## config.mk

```make
export PLATFORM = sky130hd
export DESIGN_NAME = issue_scheduler_flat
export DESIGN_NICKNAME = d
export VERILOG_FILES = /design/src/rtl/issue_scheduler_if.sv /design/src/rtl/issue_scheduler.sv /design/src/flat_wrapper.sv
export SDC_FILE = /design/constraint.sdc
export NUM_CORES = 1
export LEC_CHECK = 0
export BUFFER_PORTS_ARGS = -buffer_cell sky130_fd_sc_hd__buf_2
export CAP_MARGIN = 25
export CORE_MARGIN = 1.5
export CORE_UTILIZATION = 40
export CTS_CLUSTER_SIZE = 40
export DETAILED_ROUTE_END_ITERATION = 6
export PLACE_DENSITY = 0.69
export SLEW_MARGIN = 10
export SYNTH_ARGS = -nofsm -noshare
export SYNTH_HDL_FRONTEND = slang
export SYNTH_SLANG_ARGS = --single-unit
```

## constraint.sdc

```tcl
create_clock -name clk -period 5.8 [get_ports clk]
set_input_delay 0.29 -clock clk [delete_from_list [all_inputs] [get_ports clk]]
set_output_delay 0.29 -clock clk [all_outputs]
set_load 0.02 [all_outputs]
```

## src/rtl/issue_scheduler_if.sv

```systemverilog
// issue_scheduler_if: decode, writeback and issue-lane signals of the dual-issue scheduler
interface issue_scheduler_if #(
  parameter int NREGS = 32
);
  logic [1:0] in_valid;
  logic [5:0] in_op0, in_op1, in_func0, in_func1;
  logic [4:0] in_src1_0, in_src1_1, in_src2_0, in_src2_1, in_dest0, in_dest1;
  logic [15:0] in_imm0, in_imm1;
  logic [1:0] in_accept;
  logic ex_stall, flush;
  logic [1:0] wb_valid;
  logic [4:0] wb_reg0, wb_reg1;
  logic [1:0] iss_valid;
  logic [5:0] iss_op0, iss_op1, iss_func0, iss_func1;
  logic [4:0] iss_src1_0, iss_src1_1, iss_src2_0, iss_src2_1, iss_dest0, iss_dest1;
  logic [15:0] iss_imm0, iss_imm1;
  logic [NREGS-1:0] busy;
  modport master (
    output in_valid, in_op0, in_op1, in_func0, in_func1, in_src1_0, in_src1_1,
           in_src2_0, in_src2_1, in_dest0, in_dest1, in_imm0, in_imm1,
           ex_stall, flush, wb_valid, wb_reg0, wb_reg1,
    input  in_accept, iss_valid, iss_op0, iss_op1, iss_func0, iss_func1,
           iss_src1_0, iss_src1_1, iss_src2_0, iss_src2_1, iss_dest0, iss_dest1,
           iss_imm0, iss_imm1, busy
  );
  modport slave (
    input  in_valid, in_op0, in_op1, in_func0, in_func1, in_src1_0, in_src1_1,
           in_src2_0, in_src2_1, in_dest0, in_dest1, in_imm0, in_imm1,
           ex_stall, flush, wb_valid, wb_reg0, wb_reg1,
    output in_accept, iss_valid, iss_op0, iss_op1, iss_func0, iss_func1,
           iss_src1_0, iss_src1_1, iss_src2_0, iss_src2_1, iss_dest0, iss_dest1,
           iss_imm0, iss_imm1, busy
  );
endinterface

```

## src/rtl/issue_scheduler.sv

```systemverilog
// issue_scheduler: dual-issue in-order scheduler with a register scoreboard
module issue_scheduler #(
  parameter int NREGS = 32
) (
  input logic clk,
  input logic rst_n,
  issue_scheduler_if.slave b
);
  // class bits: {legal, branch, reads src1, reads src2, writes dest, memory}
  function automatic logic [5:0] cls(input logic [5:0] op);
    case (op)
      6'h00: cls = 6'b101110;
      6'h23: cls = 6'b101011;
      6'h08: cls = 6'b101010;
      6'h2b: cls = 6'b101101;
      6'h04, 6'h05: cls = 6'b111100;
      default: cls = 6'b000000;
    endcase
  endfunction
  logic [5:0] c0, c1, k0, k1;
  logic w0, w1, blk0, blk1, raw, waw, acc0, acc1;
  logic [NREGS-1:0] busy_n;
  assign c0 = cls(b.in_op0);
  assign c1 = cls(b.in_op1);
  assign k0 = cls(b.iss_op0);
  assign k1 = cls(b.iss_op1);
  assign w0 = c0[1] && b.in_dest0 != 5'd0;
  assign w1 = c1[1] && b.in_dest1 != 5'd0;
  assign blk0 = (c0[3] && b.busy[b.in_src1_0]) || (c0[2] && b.busy[b.in_src2_0]);
  assign blk1 = (c1[3] && b.busy[b.in_src1_1]) || (c1[2] && b.busy[b.in_src2_1]);
  assign raw = w0 && ((c1[3] && b.in_src1_1 == b.in_dest0) || (c1[2] && b.in_src2_1 == b.in_dest0));
  assign waw = w0 && w1 && b.in_dest0 == b.in_dest1;
  assign acc0 = rst_n && b.in_valid[0] && !b.ex_stall && !b.flush && !blk0;
  assign acc1 = acc0 && b.in_valid[1] && c1[5] && !blk1 && !raw && !waw &&
                !(c0[0] && c1[0]) && c0[5] && !c0[4];
  assign b.in_accept = {acc1, acc0};
  // clears first (writeback, then flushed lanes), sets last so a new issue wins
  always_comb begin
    busy_n = b.busy;
    if (b.wb_valid[0]) busy_n[b.wb_reg0] = 1'b0;
    if (b.wb_valid[1]) busy_n[b.wb_reg1] = 1'b0;
    if (b.flush && b.iss_valid[0] && k0[1]) busy_n[b.iss_dest0] = 1'b0;
    if (b.flush && b.iss_valid[1] && k1[1]) busy_n[b.iss_dest1] = 1'b0;
    if (acc0 && w0) busy_n[b.in_dest0] = 1'b1;
    if (acc1 && w1) busy_n[b.in_dest1] = 1'b1;
  end
  always_ff @(posedge clk or negedge rst_n) begin
    if (!rst_n) begin
      b.busy <= '0;
      b.iss_valid <= '0;
      {b.iss_op0, b.iss_func0, b.iss_src1_0, b.iss_src2_0, b.iss_dest0, b.iss_imm0} <= '0;
      {b.iss_op1, b.iss_func1, b.iss_src1_1, b.iss_src2_1, b.iss_dest1, b.iss_imm1} <= '0;
    end else begin
      b.busy <= busy_n;
      if (b.flush) begin
        b.iss_valid <= '0;
      end else if (!b.ex_stall) begin
        b.iss_valid <= {acc1, acc0};
        {b.iss_op0, b.iss_func0, b.iss_src1_0, b.iss_src2_0, b.iss_dest0, b.iss_imm0} <=
          {b.in_op0, b.in_func0, b.in_src1_0, b.in_src2_0, b.in_dest0, b.in_imm0};
        {b.iss_op1, b.iss_func1, b.iss_src1_1, b.iss_src2_1, b.iss_dest1, b.iss_imm1} <=
          {b.in_op1, b.in_func1, b.in_src1_1, b.in_src2_1, b.in_dest1, b.in_imm1};
      end
    end
  end
endmodule

```

## src/flat_wrapper.sv

```systemverilog
// flat-port wrapper written by rule: the top's interface ports become plain ports
module issue_scheduler_flat 
#(
  parameter int NREGS = 32
)
  (clk, rst_n, b_in_valid, b_in_op0, b_in_op1, b_in_func0, b_in_func1, b_in_src1_0, b_in_src1_1, b_in_src2_0, b_in_src2_1, b_in_dest0, b_in_dest1, b_in_imm0, b_in_imm1, b_ex_stall, b_flush, b_wb_valid, b_wb_reg0, b_wb_reg1, b_in_accept, b_iss_valid, b_iss_op0, b_iss_op1, b_iss_func0, b_iss_func1, b_iss_src1_0, b_iss_src1_1, b_iss_src2_0, b_iss_src2_1, b_iss_dest0, b_iss_dest1, b_iss_imm0, b_iss_imm1, b_busy);
  issue_scheduler_if #(.NREGS(NREGS)) b_i ();
  input logic clk;
  input logic rst_n;
  input wire logic [$bits(b_i.in_valid)-1:0] b_in_valid;
  input wire logic [$bits(b_i.in_op0)-1:0] b_in_op0;
  input wire logic [$bits(b_i.in_op1)-1:0] b_in_op1;
  input wire logic [$bits(b_i.in_func0)-1:0] b_in_func0;
  input wire logic [$bits(b_i.in_func1)-1:0] b_in_func1;
  input wire logic [$bits(b_i.in_src1_0)-1:0] b_in_src1_0;
  input wire logic [$bits(b_i.in_src1_1)-1:0] b_in_src1_1;
  input wire logic [$bits(b_i.in_src2_0)-1:0] b_in_src2_0;
  input wire logic [$bits(b_i.in_src2_1)-1:0] b_in_src2_1;
  input wire logic [$bits(b_i.in_dest0)-1:0] b_in_dest0;
  input wire logic [$bits(b_i.in_dest1)-1:0] b_in_dest1;
  input wire logic [$bits(b_i.in_imm0)-1:0] b_in_imm0;
  input wire logic [$bits(b_i.in_imm1)-1:0] b_in_imm1;
  input wire logic [$bits(b_i.ex_stall)-1:0] b_ex_stall;
  input wire logic [$bits(b_i.flush)-1:0] b_flush;
  input wire logic [$bits(b_i.wb_valid)-1:0] b_wb_valid;
  input wire logic [$bits(b_i.wb_reg0)-1:0] b_wb_reg0;
  input wire logic [$bits(b_i.wb_reg1)-1:0] b_wb_reg1;
  output wire logic [$bits(b_i.in_accept)-1:0] b_in_accept;
  output wire logic [$bits(b_i.iss_valid)-1:0] b_iss_valid;
  output wire logic [$bits(b_i.iss_op0)-1:0] b_iss_op0;
  output wire logic [$bits(b_i.iss_op1)-1:0] b_iss_op1;
  output wire logic [$bits(b_i.iss_func0)-1:0] b_iss_func0;
  output wire logic [$bits(b_i.iss_func1)-1:0] b_iss_func1;
  output wire logic [$bits(b_i.iss_src1_0)-1:0] b_iss_src1_0;
  output wire logic [$bits(b_i.iss_src1_1)-1:0] b_iss_src1_1;
  output wire logic [$bits(b_i.iss_src2_0)-1:0] b_iss_src2_0;
  output wire logic [$bits(b_i.iss_src2_1)-1:0] b_iss_src2_1;
  output wire logic [$bits(b_i.iss_dest0)-1:0] b_iss_dest0;
  output wire logic [$bits(b_i.iss_dest1)-1:0] b_iss_dest1;
  output wire logic [$bits(b_i.iss_imm0)-1:0] b_iss_imm0;
  output wire logic [$bits(b_i.iss_imm1)-1:0] b_iss_imm1;
  output wire logic [$bits(b_i.busy)-1:0] b_busy;
  assign b_i.in_valid = b_in_valid;
  assign b_i.in_op0 = b_in_op0;
  assign b_i.in_op1 = b_in_op1;
  assign b_i.in_func0 = b_in_func0;
  assign b_i.in_func1 = b_in_func1;
  assign b_i.in_src1_0 = b_in_src1_0;
  assign b_i.in_src1_1 = b_in_src1_1;
  assign b_i.in_src2_0 = b_in_src2_0;
  assign b_i.in_src2_1 = b_in_src2_1;
  assign b_i.in_dest0 = b_in_dest0;
  assign b_i.in_dest1 = b_in_dest1;
  assign b_i.in_imm0 = b_in_imm0;
  assign b_i.in_imm1 = b_in_imm1;
  assign b_i.ex_stall = b_ex_stall;
  assign b_i.flush = b_flush;
  assign b_i.wb_valid = b_wb_valid;
  assign b_i.wb_reg0 = b_wb_reg0;
  assign b_i.wb_reg1 = b_wb_reg1;
  assign b_in_accept = b_i.in_accept;
  assign b_iss_valid = b_i.iss_valid;
  assign b_iss_op0 = b_i.iss_op0;
  assign b_iss_op1 = b_i.iss_op1;
  assign b_iss_func0 = b_i.iss_func0;
  assign b_iss_func1 = b_i.iss_func1;
  assign b_iss_src1_0 = b_i.iss_src1_0;
  assign b_iss_src1_1 = b_i.iss_src1_1;
  assign b_iss_src2_0 = b_i.iss_src2_0;
  assign b_iss_src2_1 = b_i.iss_src2_1;
  assign b_iss_dest0 = b_i.iss_dest0;
  assign b_iss_dest1 = b_i.iss_dest1;
  assign b_iss_imm0 = b_i.iss_imm0;
  assign b_iss_imm1 = b_i.iss_imm1;
  assign b_busy = b_i.busy;
  issue_scheduler #(.NREGS(NREGS)) u_core (.clk(clk), .rst_n(rst_n), .b(b_i));
endmodule
```

==> Word-level counts from Yosys, hierarchy flattened <==
Index checks and enable logic that the tools add are counted.
{ "word_totals": {"out_inout_bits": 122, "in_bits": 104, "regBits": 120, "word_cells": 156} }
{ "classes": {"magnitude_cmp": 16, "n_eq_ne": 24, "muxes": 32, "reduce_logical": 58, "n_bitwise": 12} }
{ "ops": {"columns": ["operator", "n"], "rows": [
  ["$mux W32", 6],
  ["$and A32 B32 Y32", 4],
  ["$not A32 Y32", 4],
  ["$or A32 B32 Y32", 2],
  ["$lt A5 B6 Y1 const B", 10],
  ["$pmux W6 S5", 2],
  ["$eq A6 B3 Y1 const B", 8],
  ["$eq A6 B6 Y1 const B", 8],
  ["$logic_and A1 B1 Y1", 36],
  ["$demux W1 S5", 6],
  ["$ge A5 B1 Y1 const B", 6],
  ["$eq A6 B4 Y1 const B", 4],
  ["$logic_not A6 Y1", 4],
  ["$bmux W1 S5", 4],
  ["$pmux W2 S5", 2],
  ["$eq A5 B5 Y1", 3],
  ["$mux W1", 10],
  ["$reduce_bool A5 Y1", 2],
  ["$logic_not A1 Y1", 8],
  ["$reduce_or A2 Y1", 4],
  ["$mux W2", 2],
  ["$logic_or A1 B1 Y1", 3],
  ["$ne A2 B1 Y1 const B", 1],
  ["$not A1 Y1", 2],
  ["$reduce_and A2 Y1", 1]
]} }

==> Depth between registers and ports, before layout <==
Gate-level depths: netlist of the first run.
{ "depth": {"ltp_word": 17, "ltp_mapped": 9, "mapped_depth_nobuf": 7} }

==> Least setup slack after synthesis of the first run <==
OpenSTA, ideal clock, no wires.
{ "synth_timing": {"kind": "input to output", "start": "input port b_in_src2_1[0]", "end": "output port b_in_accept[1]", "required_time_ps": 5510, "slack_ps": 3024, "arrival_ps": 2486, "stages": 8, "n_path_buf": 2, "path_cell_list": "clkbuf_1 -> mux4_2 -> mux4_2 -> mux2i_1 -> nor2_1 -> a2111oi_4 -> and2_1 -> buf_4"} }
{ "synth_via": {"elab_chain_len": 11} }
{ "synth_rtl": {"columns": ["element", "line_no", "source"], "rows": [
  ["start, declared", "flat_wrapper.sv:18", "input wire logic [$bits(b_i.in_src2_1)-1:0] b_in_src2_1;"],
  ["$bmux W1 S5", "issue_scheduler.sv:30", "assign blk1 = (c1[3] && b.busy[b.in_src1_1]) || (c1[2] && b.busy[b.in_src2_1]);"],
  ["$mux W1 (not written as such)", "issue_scheduler.sv:30", null],
  ["$logic_and A1 B1 Y1", "issue_scheduler.sv:30", null],
  ["$logic_or A1 B1 Y1", "issue_scheduler.sv:30", null],
  ["$logic_not A1 Y1", "issue_scheduler.sv:34", "assign acc1 = acc0 && b.in_valid[1] && c1[5] && !blk1 && !raw && !waw &&"],
  ["$logic_and A1 B1 Y1", "issue_scheduler.sv:34", null],
  ["$logic_and A1 B1 Y1 * (3 in series)", "issue_scheduler.sv:34", null],
  ["$logic_and A1 B1 Y1 * (2 in series)", "issue_scheduler.sv:35", "!(c0[0] && c1[0]) && c0[5] && !c0[4];"],
  ["end, declared", "flat_wrapper.sv:28", "output wire logic [$bits(b_i.in_accept)-1:0] b_in_accept;"]
]} }
Every way passes the cells marked *; elsewhere a longest branch is shown, timed or not. The select of a mux whose other input is x is not followed.

==> Worst setup path after layout of the first run <==
{ "layout_timing": {"start": "register u_core.b.busy[30] (netlist name)", "end": "output port b_in_accept[1]"} }
{ "layout_via": {"elab_chain_len": 14} }
{ "layout_rtl": {"columns": ["element", "line_no", "source"], "rows": [
  ["start, declared", "issue_scheduler_if.sv:32", "iss_imm0, iss_imm1, busy"],
  ["start signal, assigned", "issue_scheduler.sv:54", "b.busy <= busy_n;"],
  ["$bmux W1 S5", "issue_scheduler.sv:29", "assign blk0 = (c0[3] && b.busy[b.in_src1_0]) || (c0[2] && b.busy[b.in_src2_0]);"],
  ["$mux W1 (not written as such)", "issue_scheduler.sv:29", null],
  ["$logic_and A1 B1 Y1", "issue_scheduler.sv:29", null],
  ["$logic_or A1 B1 Y1", "issue_scheduler.sv:29", null],
  ["$logic_not A1 Y1", "issue_scheduler.sv:33", "assign acc0 = rst_n && b.in_valid[0] && !b.ex_stall && !b.flush && !blk0;"],
  ["$logic_and A1 B1 Y1", "issue_scheduler.sv:33", null],
  ["$logic_and A1 B1 Y1 (2 in series)", "issue_scheduler.sv:34", null],
  ["$logic_and A1 B1 Y1 * (4 in series)", "issue_scheduler.sv:34", null],
  ["$logic_and A1 B1 Y1 * (2 in series)", "issue_scheduler.sv:35", null]
]} }
Marked as above.

==> results.cfg, run 1 <==
[worst_setup_path]
setup.reg_to_reg.worst_slack_ns = 2.48
crit_path_max_fanout = 7
critPathArrivalTime_ns = 3.24
path_class = flip-flop to output pin
crit_path_end_kind = output pin
cp_slowest_cell = sky130_fd_sc_hd__nor3_1
stage_delay_of_the_slowest_cell_on_the_critical_path_ns = 0.70
critical_path.cell_chain = mux4_2, a2bb2oi_1, a22oi_1, o211ai_1, nor3_1, and2_1, buf_2
setup.worst_path.start_class = flip-flop
worst-endpoint-required_ns = 5.51
worstReg2RegEnd = u_core.b.busy[2]
reg2reg_from = u_core.b.busy[30]
r2r.worst_path.cells = 7

[die]
core_mm2 = 0.0178
num_io_pins = 226
die-area_mm2 = 0.0189
die_height_um = 138
placement_rows = 49
fp.dieW_um = 138
start_util_pct = 40.6

[clocking]
cts.repair.resized = 0
post-cts-setup-buffers = 0
cts.sinks = 120
cts_buffer_depth = 2
root_buffer = sky130_fd_sc_hd__clkbuf_16
clkSlewWorstSetupHoldPaths_ns = 0.06
cts_made_buffers = 17
cts_tree = done
ctsHtreeMaxLevel = 4
clk-insertion-delay-late_ns = 0.42

[logic_synthesis]
area_share_of_the_largest_cell_type_after_synthesis_pct = 41.5
synth.largest_area_cell = sky130_fd_sc_hd__dfrtp_1
edff_count_synth = 0
mappedNetlistNets = 759
post_synthesis_average_cell_area_um2 = 11.1
postSynth.asyncResetShare_pct = 100
syn_inst_count = 655
synth.cell_area_mm2 = 0.00724
synth-main-ff-cell = sky130_fd_sc_hd__dfrtp_1
yosysSeqAreaShare_pct = 41.5
yosys.cell_types.count = 54
yosys.cell_count.top_type = sky130_fd_sc_hd__dfrtp_1
yosysWarningCount = 0
synth_common_cells = sky130_fd_sc_hd__dfrtp_1 (120), sky130_fd_sc_hd__mux2_2 (88), sky130_fd_sc_hd__a21oi_1 (46)
synthesis_stage_register_bit_count = 120
synthTopCellsByArea = sky130_fd_sc_hd__dfrtp_1 (41%), sky130_fd_sc_hd__mux2_2 (14%), sky130_fd_sc_hd__mux4_2 (9.6%), sky130_fd_sc_hd__a22oi_1 (3.4%), sky130_fd_sc_hd__a21oi_1 (3.2%)

[drt]
drt-total-wl_um = 25500
vias_after_detailed_routing = 7012
detail_route.drc_violations = 0
drtPass1Iterations = 6
post_drt_wl_per_cell_um = 23.0
postRouteAntennaNets = 0
detail_route.iter0.violations = 877
via_density_per_instance = 6.34

[final_layout]
finish.net_count = 968
num_antenna_cells = 0
drive_gt1_share_pct = 44.2
n_fill_cell = 1635
flow.area_growth_from_synthesis_pct = 25.8

[run]
timing.max_cap.violations = 0

[sta]
setup-tns-final_ns = 0
setup-violations-final = 0
whs_ns = 0.0961
fin_crit_period_ns = 3.53
fin_crit_sh_pct = 60.9
fmax_mhz = 283
grt_setup_unrepaired = no
tightestPinTransition_ns = 1.05
timing.slew.headroom_pct = 29.3
timing_hold_violations_final = 0
slew_violations = 0
finClkSkew_ns = 0.00555

[worst_hold_path]
min_delay_worst_endpoint = u_core.b.iss_imm1[11]
hold_depth = 2
class_of_the_tightest_hold_or_removal_check = input pin to flip-flop
timing.hold.worst.start = b_in_imm1[11]

[global_route]
globalRouteOverflowTotal = 0
grt_pass1_wl_um = 37800
number_of_global_route_vias_before_repair = 6668
grt.total_usage_pct = 27.1
antenna_violations_before_repair = 0
grt_max_degree = 67

[power]
powerDensity_mw_per_mm2 = 279
finalPower_mw = 2.54
p_leak_nw = 3.91
ir_worst_vdd_v = 0.000208

[outcome]
status = completed

[placed_design]
gp_congestion = 0.953
port_buffers = 225
detailedPlacementHpwl_um = 18600
worst max-delay path by stage:
| stage | start | endpoint | slack [ns] |
|---|---|---|---|
| 5_1_grt | u_core.b.busy[31] | b_in_accept[1] | 2.09 |
| 3_5_place_dp | b_in_src1_0[0] | u_core.b.busy[30] | 2.61 |
| 4_1_cts | u_core.b.busy[31] | b_in_accept[1] | 2.36 |
| 3_3_place_gp | b_in_src1_0[0] | u_core.b.busy[26] | 2.70 |
| 2_1_floorplan | b_in_src2_1[0] | b_in_accept[1] | 3.02 |
| 6_report | u_core.b.busy[30] | b_in_accept[1] | 2.27 |
cells in the final DEF, fill, tap and decap left out, drive strengths merged, types with 5 or more instances in the layout:
master  count
nor2b      10
mux4       31
o211ai     16
nor3b      15
and3b       5
a21oi      46
nor2       23
mux2i      11
nand4       9
or3         8
dfrtp     120
nand3b     10
nand2      35
a221oi     18
inv         5
nor3       20
xnor2       6
o21ai      36
mux2       88
clkbuf     23
clkinv      5
and2        5
xor2        9
nand3      10
a22oi      33
buf       228
per-layer routing:
layer / up-vias / GRT usage, % / part of all wire, %
met3: 94 / 8.09 / 12
met2: 518 / 40.6 / 45
met1: 3417 / 36.3 / 39
li1: 2983 / - / -
met5: - / 0 / 0
met4: 0 / 12.1 / 4.0
state kept, by name, indices dropped and copies added, names as in the netlist:
| signal | cells |
|---|---|
| u_core.b.iss_dest1 | 5 |
| u_core.b.iss_src1_0 | 5 |
| u_core.b.iss_src2_1 | 5 |
| u_core.b.iss_imm0 | 16 |
| u_core.b.iss_dest0 | 5 |
| u_core.b.iss_op1 | 6 |
| u_core.b.iss_func1 | 6 |
| u_core.b.iss_src2_0 | 5 |
| u_core.b.iss_func0 | 6 |
| u_core.b.iss_op0 | 6 |
| u_core.b.busy | 32 |
| u_core.b.iss_src1_1 | 5 |
| u_core.b.iss_imm1 | 16 |
| u_core.b.iss_valid | 2 |
area by class of cell:
cell class	count	area, um^2	area share (%)
inverters	4	15.0	0.165
flip-flops and latches	120	3000	33.0
clock inverters	11	97.6	1.07
well taps	229	287	3.15
repair buffers	231	1170	12.9
clock buffers	21	470	5.17
multi-input cells	490	4060	44.6
metrics by stage:
step | util (%) | cell area (um^2) | std cells | setup slack, ns
2_1_floorplan | - | 7240 | 655 | 3.02
3_3_place_gp | 47.7 | 8520 | 1071 | 2.70
3_5_place_dp | 47.7 | 8520 | 1071 | 2.61
4_1_cts | 51.0 | 9090 | 1104 | 2.36
5_1_grt | 51.0 | 9100 | 1106 | 2.09
6_report | 51.0 | 9100 | 1106 | 2.27
worst max-delay path: cells and delay by family (launching register included):
family,cells,cell delay [ns]
flops,1,0.53
compound gates,3,0.59
mux,1,0.52
simple gates,2,0.99
buf+inv,1,0.18
power breakdown:
| part | switching, mW | total [mW] | internal, mW | leakage (nW) |
|---|---|---|---|---|
| clock network | 0.388 | 1.01 | 0.621 | 0.271 |
| logic | 0.314 | 0.525 | 0.211 | 2.15 |
| registers | 0.0789 | 1.01 | 0.929 | 1.48 |
| total | 0.780 | 2.54 | 1.76 | 3.91 |
cells by family (layout without fill, tap and decap cells):
| kind of cell | count (synthesis) | in the layout | synth area share, % |
|---|---|---|---|
| buffers and inverters | 45 | 267 | 2.54 |
| and+or+nand+nor | 171 | 171 | 13.2 |
| DFF | 120 | 120 | 41.5 |
| xor gates and xnor gates | 15 | 15 | 1.81 |
| muxes | 130 | 130 | 24.9 |
| AOI/OAI and AO/OA | 174 | 174 | 16.1 |
what timing repair did:
action	4_1_cts	5_1_grt
hold buffers	1	0
hold endpoints to repair	54	0
endpoints found under the setup margin	0	0
Note: power is estimated with default switching activity, not from simulation.
==> run 2: changes to the inputs <==
PLACE_DENSITY = 0.71   (was 0.69)
clock period = 3.03 ns   (was 5.8 ns; I/O delays follow)
==> results.cfg, run 2 (synthesis gave the netlist of run 1 again) <==
[sta]
finClkSkew_ns = 0.00854
timing.slew.headroom_pct = 47.3
timing_hold_violations_final = 0
fin_crit_period_ns = 2.97
slew_violations = 0
setup-tns-final_ns = 0
fin_crit_sh_pct = 98.1
tightestPinTransition_ns = 0.790
setup-violations-final = 0
grt_setup_unrepaired = yes
fmax_mhz = 336

[die]
placement_rows = 49
fp.dieW_um = 138
die_height_um = 138
num_io_pins = 226
core_mm2 = 0.0178
start_util_pct = 40.6
die-area_mm2 = 0.0189

[final_layout]
finalNonFillerCells = 1196
most-common-layout-cells = sky130_fd_sc_hd__buf_2 (223), sky130_fd_sc_hd__dfrtp_1 (99), sky130_fd_sc_hd__mux2_2 (88), sky130_fd_sc_hd__buf_4 (50)
flow.area_growth_from_synthesis_pct = 39.0
n_fill_cell = 1511
registers.top_by_ff_count = u_core.b.busy
final_util_pct = 56.4
finish.net_count = 1057
largest_register_ff_count = 32
drive_gt1_share_pct = 47.3
layout.cells.most_common = sky130_fd_sc_hd__buf_2

[global_route]
grt.total_usage_pct = 28.3
antenna_violations_before_repair = 1
number_of_global_route_vias_before_repair = 6747
globalRouteOverflowTotal = 0
grt_max_degree = 88
grt_pass1_wl_um = 39300

[clocking]
cts.sinks = 120
root_buffer = sky130_fd_sc_hd__clkbuf_16
clk-insertion-delay-late_ns = 0.42
cts_made_buffers = 17
clkSlewWorstSetupHoldPaths_ns = 0.06
cts_buffer_depth = 2
ctsHtreeMaxLevel = 4
cts_tree = done

[worst_setup_path]
setup.worst_path.start_class = flip-flop
stage_delay_of_the_slowest_cell_on_the_critical_path_ns = 0.49
cp_slowest_cell = sky130_fd_sc_hd__mux4_2
critPathArrivalTime_ns = 2.82
path_class = flip-flop to output pin
worst-endpoint-required_ns = 2.88
crit_path_max_fanout = 6
crit_path_end_kind = output pin
critical_path.cell_chain = mux4_2, mux4_2, mux2_2, a2111oi_4, buf_4, and2_4, buf_6
critical_path.most_common_cell = sky130_fd_sc_hd__mux4_2

[placed_design]
place_inst = 1094
gp_congestion = 1.00
port_buffers = 225
detailedPlacementHpwl_um = 19600

[drt]
via_density_per_instance = 6.03
drt-total-wl_um = 26700
drtPass1Iterations = 5
post_drt_wl_per_cell_um = 22.3
detail_route.drc_violations = 0
vias_after_detailed_routing = 7211
postRouteAntennaNets = 0
detail_route.iter0.violations = 768

[outcome]
status = completed

[power]
ir_worst_vdd_v = 0.000464
powerDensity_mw_per_mm2 = 534
p_leak_nw = 4.37

[run]
timing.max_cap.violations = 0

[worst_hold_path]
class_of_the_tightest_hold_or_removal_check = input pin to flip-flop
run 2: where the power goes:
part | internal (mW) | leakage (nW) | switching (mW)
clock network | 1.61 | 0.338 | 0.758
logic | 0.449 | 2.58 | 0.635
registers | 1.78 | 1.45 | 0.142
total | 3.84 | 4.37 | 1.53
run 2: per-stage QoR:
step	worst slack (ns)	cell area (um^2)	hold WS (ns)	total power, mW
6_report	0.0579	10100	0.0180	5.37
5_1_grt	-0.00596	10100	0.00171	5.58
3_3_place_gp	0.118	8700	0.0961	2.95
4_1_cts	0.0409	9870	0.00128	5.38
2_1_floorplan	0.419	7240	-0.144	2.54
3_5_place_dp	0.0145	8700	0.0992	2.97
run 2: final timing paths:
path / from / to / slack [ns] / cells after the start
setup / recovery: u_core.b.busy[18] / b_in_accept[1] / 0.06 / 7
hold / removal: b_in_src2_0[4] / u_core.b.iss_src2_0[4] / 0.02 / 2
setup reg to reg: u_core.b.busy[18] / u_core.b.busy[28] / 0.09 / 8
hold reg to reg: u_core.b.iss_func1[1] / u_core.b.iss_func1[1] / 0.50 / 1
max in group asynchronous: rst_n / u_core.b.iss_dest0[3] / 1.70 / 3
min in group asynchronous: rst_n / u_core.b.iss_func1[3] / 0.19 / 2
run 2: area by class of cell:
type	instances	area (um^2)	area share [%]
Clock buffer	21	470	4.67
Clock inverter	11	216	2.15
Tap cell	229	287	2.85
Timing Repair Buffer	320	1970	19.6
Inverter	4	15.0	0.149
Antenna cell	1	2.50	0.0249
Multi-Input combinational cell	490	4070	40.4
Sequential cell	120	3030	30.1
run 2: worst max-delay path: cells and delay by family, from the launching register on:
family / cells / cell delay, ns
and+or+nand+nor: 1 / 0.17
buffers and inverters: 2 / 0.30
muxes: 3 / 1.28
AOI/OAI and AO/OA: 1 / 0.18
DFF: 1 / 0.46
run 2: per-layer routing:
metal	up-vias	global-route usage, %	part of all wire, %
met3	55	8.50	11
met2	524	43.3	46
li1	3161	-	-
met1	3471	37.8	40
met4	0	10.2	2.5
met5	-	0	0
run 2: what timing repair did:
item | 4_1_cts | 5_1_grt
endpoints found under the setup margin | 1 | 1
setup buffers | 2 | 22
hold buffers | 45 | 0
pin swaps | 2 | 2
gates cloned | 0 | 0
resized for setup | 8 | 18
endpoints found under the hold margin | 68 | 0
==> run 3: changes to the inputs <==
PLACE_DENSITY = 0.69   (was 0.71)
clock period = 3.8 ns   (was 3.03 ns; I/O delays follow)
==> results.cfg, run 3 (synthesis gave the netlist of run 1 again) <==
[outcome]
status = completed

[worst_setup_path]
setup.worst_path.start_class = flip-flop
critPathArrivalTime_ns = 3.25
worst-endpoint-required_ns = 3.61
worstSetupStartpoint = u_core.b.busy[30]
path_class = flip-flop to output pin
crit_path_max_fanout = 7
crit_path_end_kind = output pin
reg2reg_from = u_core.b.busy[30]

[die]
die_height_um = 138
start_util_pct = 40.6
core_mm2 = 0.0178
placement_rows = 49
die-area_mm2 = 0.0189
fp.dieW_um = 138
num_io_pins = 226

[worst_hold_path]
class_of_the_tightest_hold_or_removal_check = input pin to flip-flop
timing.hold.worst.start = b_in_func1[3]

[placed_design]
detailedPlacementHpwl_um = 19500
gp_congestion = 0.995
placement.cell_area_mm2 = 0.00855
dpl_worst_slack_ns = 0.588
port_buffers = 225

[power]
swShare_pct = 29.5
powerDensity_mw_per_mm2 = 434
power_switching_mw = 1.22
pint_mw = 2.91
p_leak_nw = 4.10
ir_worst_vdd_v = 0.000446
pwr-share-seq_pct = 37.4
pwr-share-clk_pct = 42.4
power.share.combinational_pct = 20.2

[global_route]
grt.total_usage_pct = 28.5
grt_pass1_wl_um = 40200
number_of_global_route_vias_before_repair = 7018
antenna_violations_before_repair = 0
globalRouteOverflowTotal = 0
grt_max_degree = 78

[sta]
grt_setup_unrepaired = no
tightestPinTransition_ns = 1.02
fin_crit_period_ns = 3.44
fmax_mhz = 291
slew_violations = 0
setup-tns-final_ns = 0
finClkSkew_ns = 0.00611
fin_crit_sh_pct = 90.5
post-route-worst-setup-slack_ns = 0.362
whs_ns = 0.0120
setup-violations-final = 0
timing.slew.headroom_pct = 32.1
timing_hold_violations_final = 0

[drt]
post_drt_wl_per_cell_um = 23.6
vias_after_detailed_routing = 7164
drt-met1-wl_um = 10500
via_density_per_instance = 6.29
uppermost_routed_layer = met4
drt-total-wl_um = 26900
wl_met3_um = 3230
postRouteAntennaNets = 0
met2_length_um = 12100
detail_route.drc_violations = 0
drtPass1Iterations = 5
detail_route.iter0.violations = 806

[final_layout]
final_area_mm2 = 0.00951
finish.net_count = 1001
most-common-layout-cells = sky130_fd_sc_hd__buf_2 (225), sky130_fd_sc_hd__dfrtp_1 (120), sky130_fd_sc_hd__mux2_2 (88), sky130_fd_sc_hd__a21oi_1 (46), sky130_fd_sc_hd__nand2_1 (35)
layout.cells.most_common = sky130_fd_sc_hd__buf_2
registers.top_by_ff_count = u_core.b.busy
final_util_pct = 53.3
num_antenna_cells = 0
largest_register_ff_count = 32
drive_gt1_share_pct = 43.3
flow.area_growth_from_synthesis_pct = 31.3

[clocking]
cts.hold.buffers_added = 27
cts_buffer_depth = 2
cts_tree = done
cts.repair.resized = 0
clkSlewWorstSetupHoldPaths_ns = 0.05
cts.sinks = 120
cts_made_buffers = 17
post-cts-setup-buffers = 0
clk-insertion-delay-late_ns = 0.41
ctsHtreeMaxLevel = 4
root_buffer = sky130_fd_sc_hd__clkbuf_16

[run]
timing.max_cap.violations = 0
[run 3: cell types whose count changed in the layout (fill, tap and decap cells not counted), moves of 2 or more]
cell | before | now
sky130_fd_sc_hd__dfrtp_1 | 99 | 120
sky130_fd_sc_hd__dfrtp_2 | 21 | 0
sky130_fd_sc_hd__bufinv_16 | 6 | 4
sky130_fd_sc_hd__dlygate4sd3_1 | 45 | 29
sky130_fd_sc_hd__clkinvlp_4 | 0 | 2
sky130_fd_sc_hd__clkinv_2 | 2 | 4
sky130_fd_sc_hd__buf_4 | 50 | 8
sky130_fd_sc_hd__buf_2 | 223 | 225
[run 3: per-stage QoR]
step                      total power [mW]  instances
after global placement                2.35       1075
after floorplan                       2.02        655
after detailed placement              2.36       1075
after global routing                  4.29       1139
after CTS                             4.14       1134
final                                 4.12       1139
[run 3: area by class of cell]
class	count	area (um^2)
Clock buffer	20	467
Multi-Input combinational cell	490	4060
Fill cell	1570	8340
Tap cell	229	287
Clock inverter	12	173
Sequential cell	120	3000
Inverter	4	15.0
Timing Repair Buffer	264	1500
[run 3: worst paths after layout]
check	slack (ns)	cells past startpoint	to
max	0.36	7	b_in_accept[1]
min	0.01	2	u_core.b.iss_func1[3]
max reg2reg	0.44	7	u_core.b.busy[18]
min reg2reg	0.50	1	u_core.b.iss_imm0[15]
max in group asynchronous	2.20	5	u_core.b.iss_src1_0[1]
min in group asynchronous	0.47	3	u_core.b.iss_op1[2]
[run 3: power by group through the flow]
| stage | clock (mW) | combinational, mW | sequential, mW |
|---|---|---|---|
| final | 1.75 | 0.833 | 1.54 |
| after global routing | 1.83 | 0.895 | 1.57 |
| after CTS | 1.77 | 0.828 | 1.54 |
| after detailed placement | 0 | 0.803 | 1.56 |
| after global placement | 0 | 0.798 | 1.55 |
| after floorplan | 0 | 0.330 | 1.69 |
[run 3: worst max-delay path, cell delays in order, from the launching register on]
cell and delay (ns):
sky130_fd_sc_hd__dfrtp_1 0.51, sky130_fd_sc_hd__mux4_2 0.51, sky130_fd_sc_hd__a2bb2oi_1 0.14, sky130_fd_sc_hd__a22oi_1 0.21
sky130_fd_sc_hd__o211ai_1 0.28, sky130_fd_sc_hd__nor3_1 0.66, sky130_fd_sc_hd__and2_1 0.31, sky130_fd_sc_hd__buf_2 0.20
[run 3: layer usage]
metal | track usage (%) | vias up
met2 | 42.4 | 536
met4 | 11.5 | 0
met3 | 9.82 | 86
li1 | - | 3051
met5 | 0 | -
met1 | 38.1 | 3491
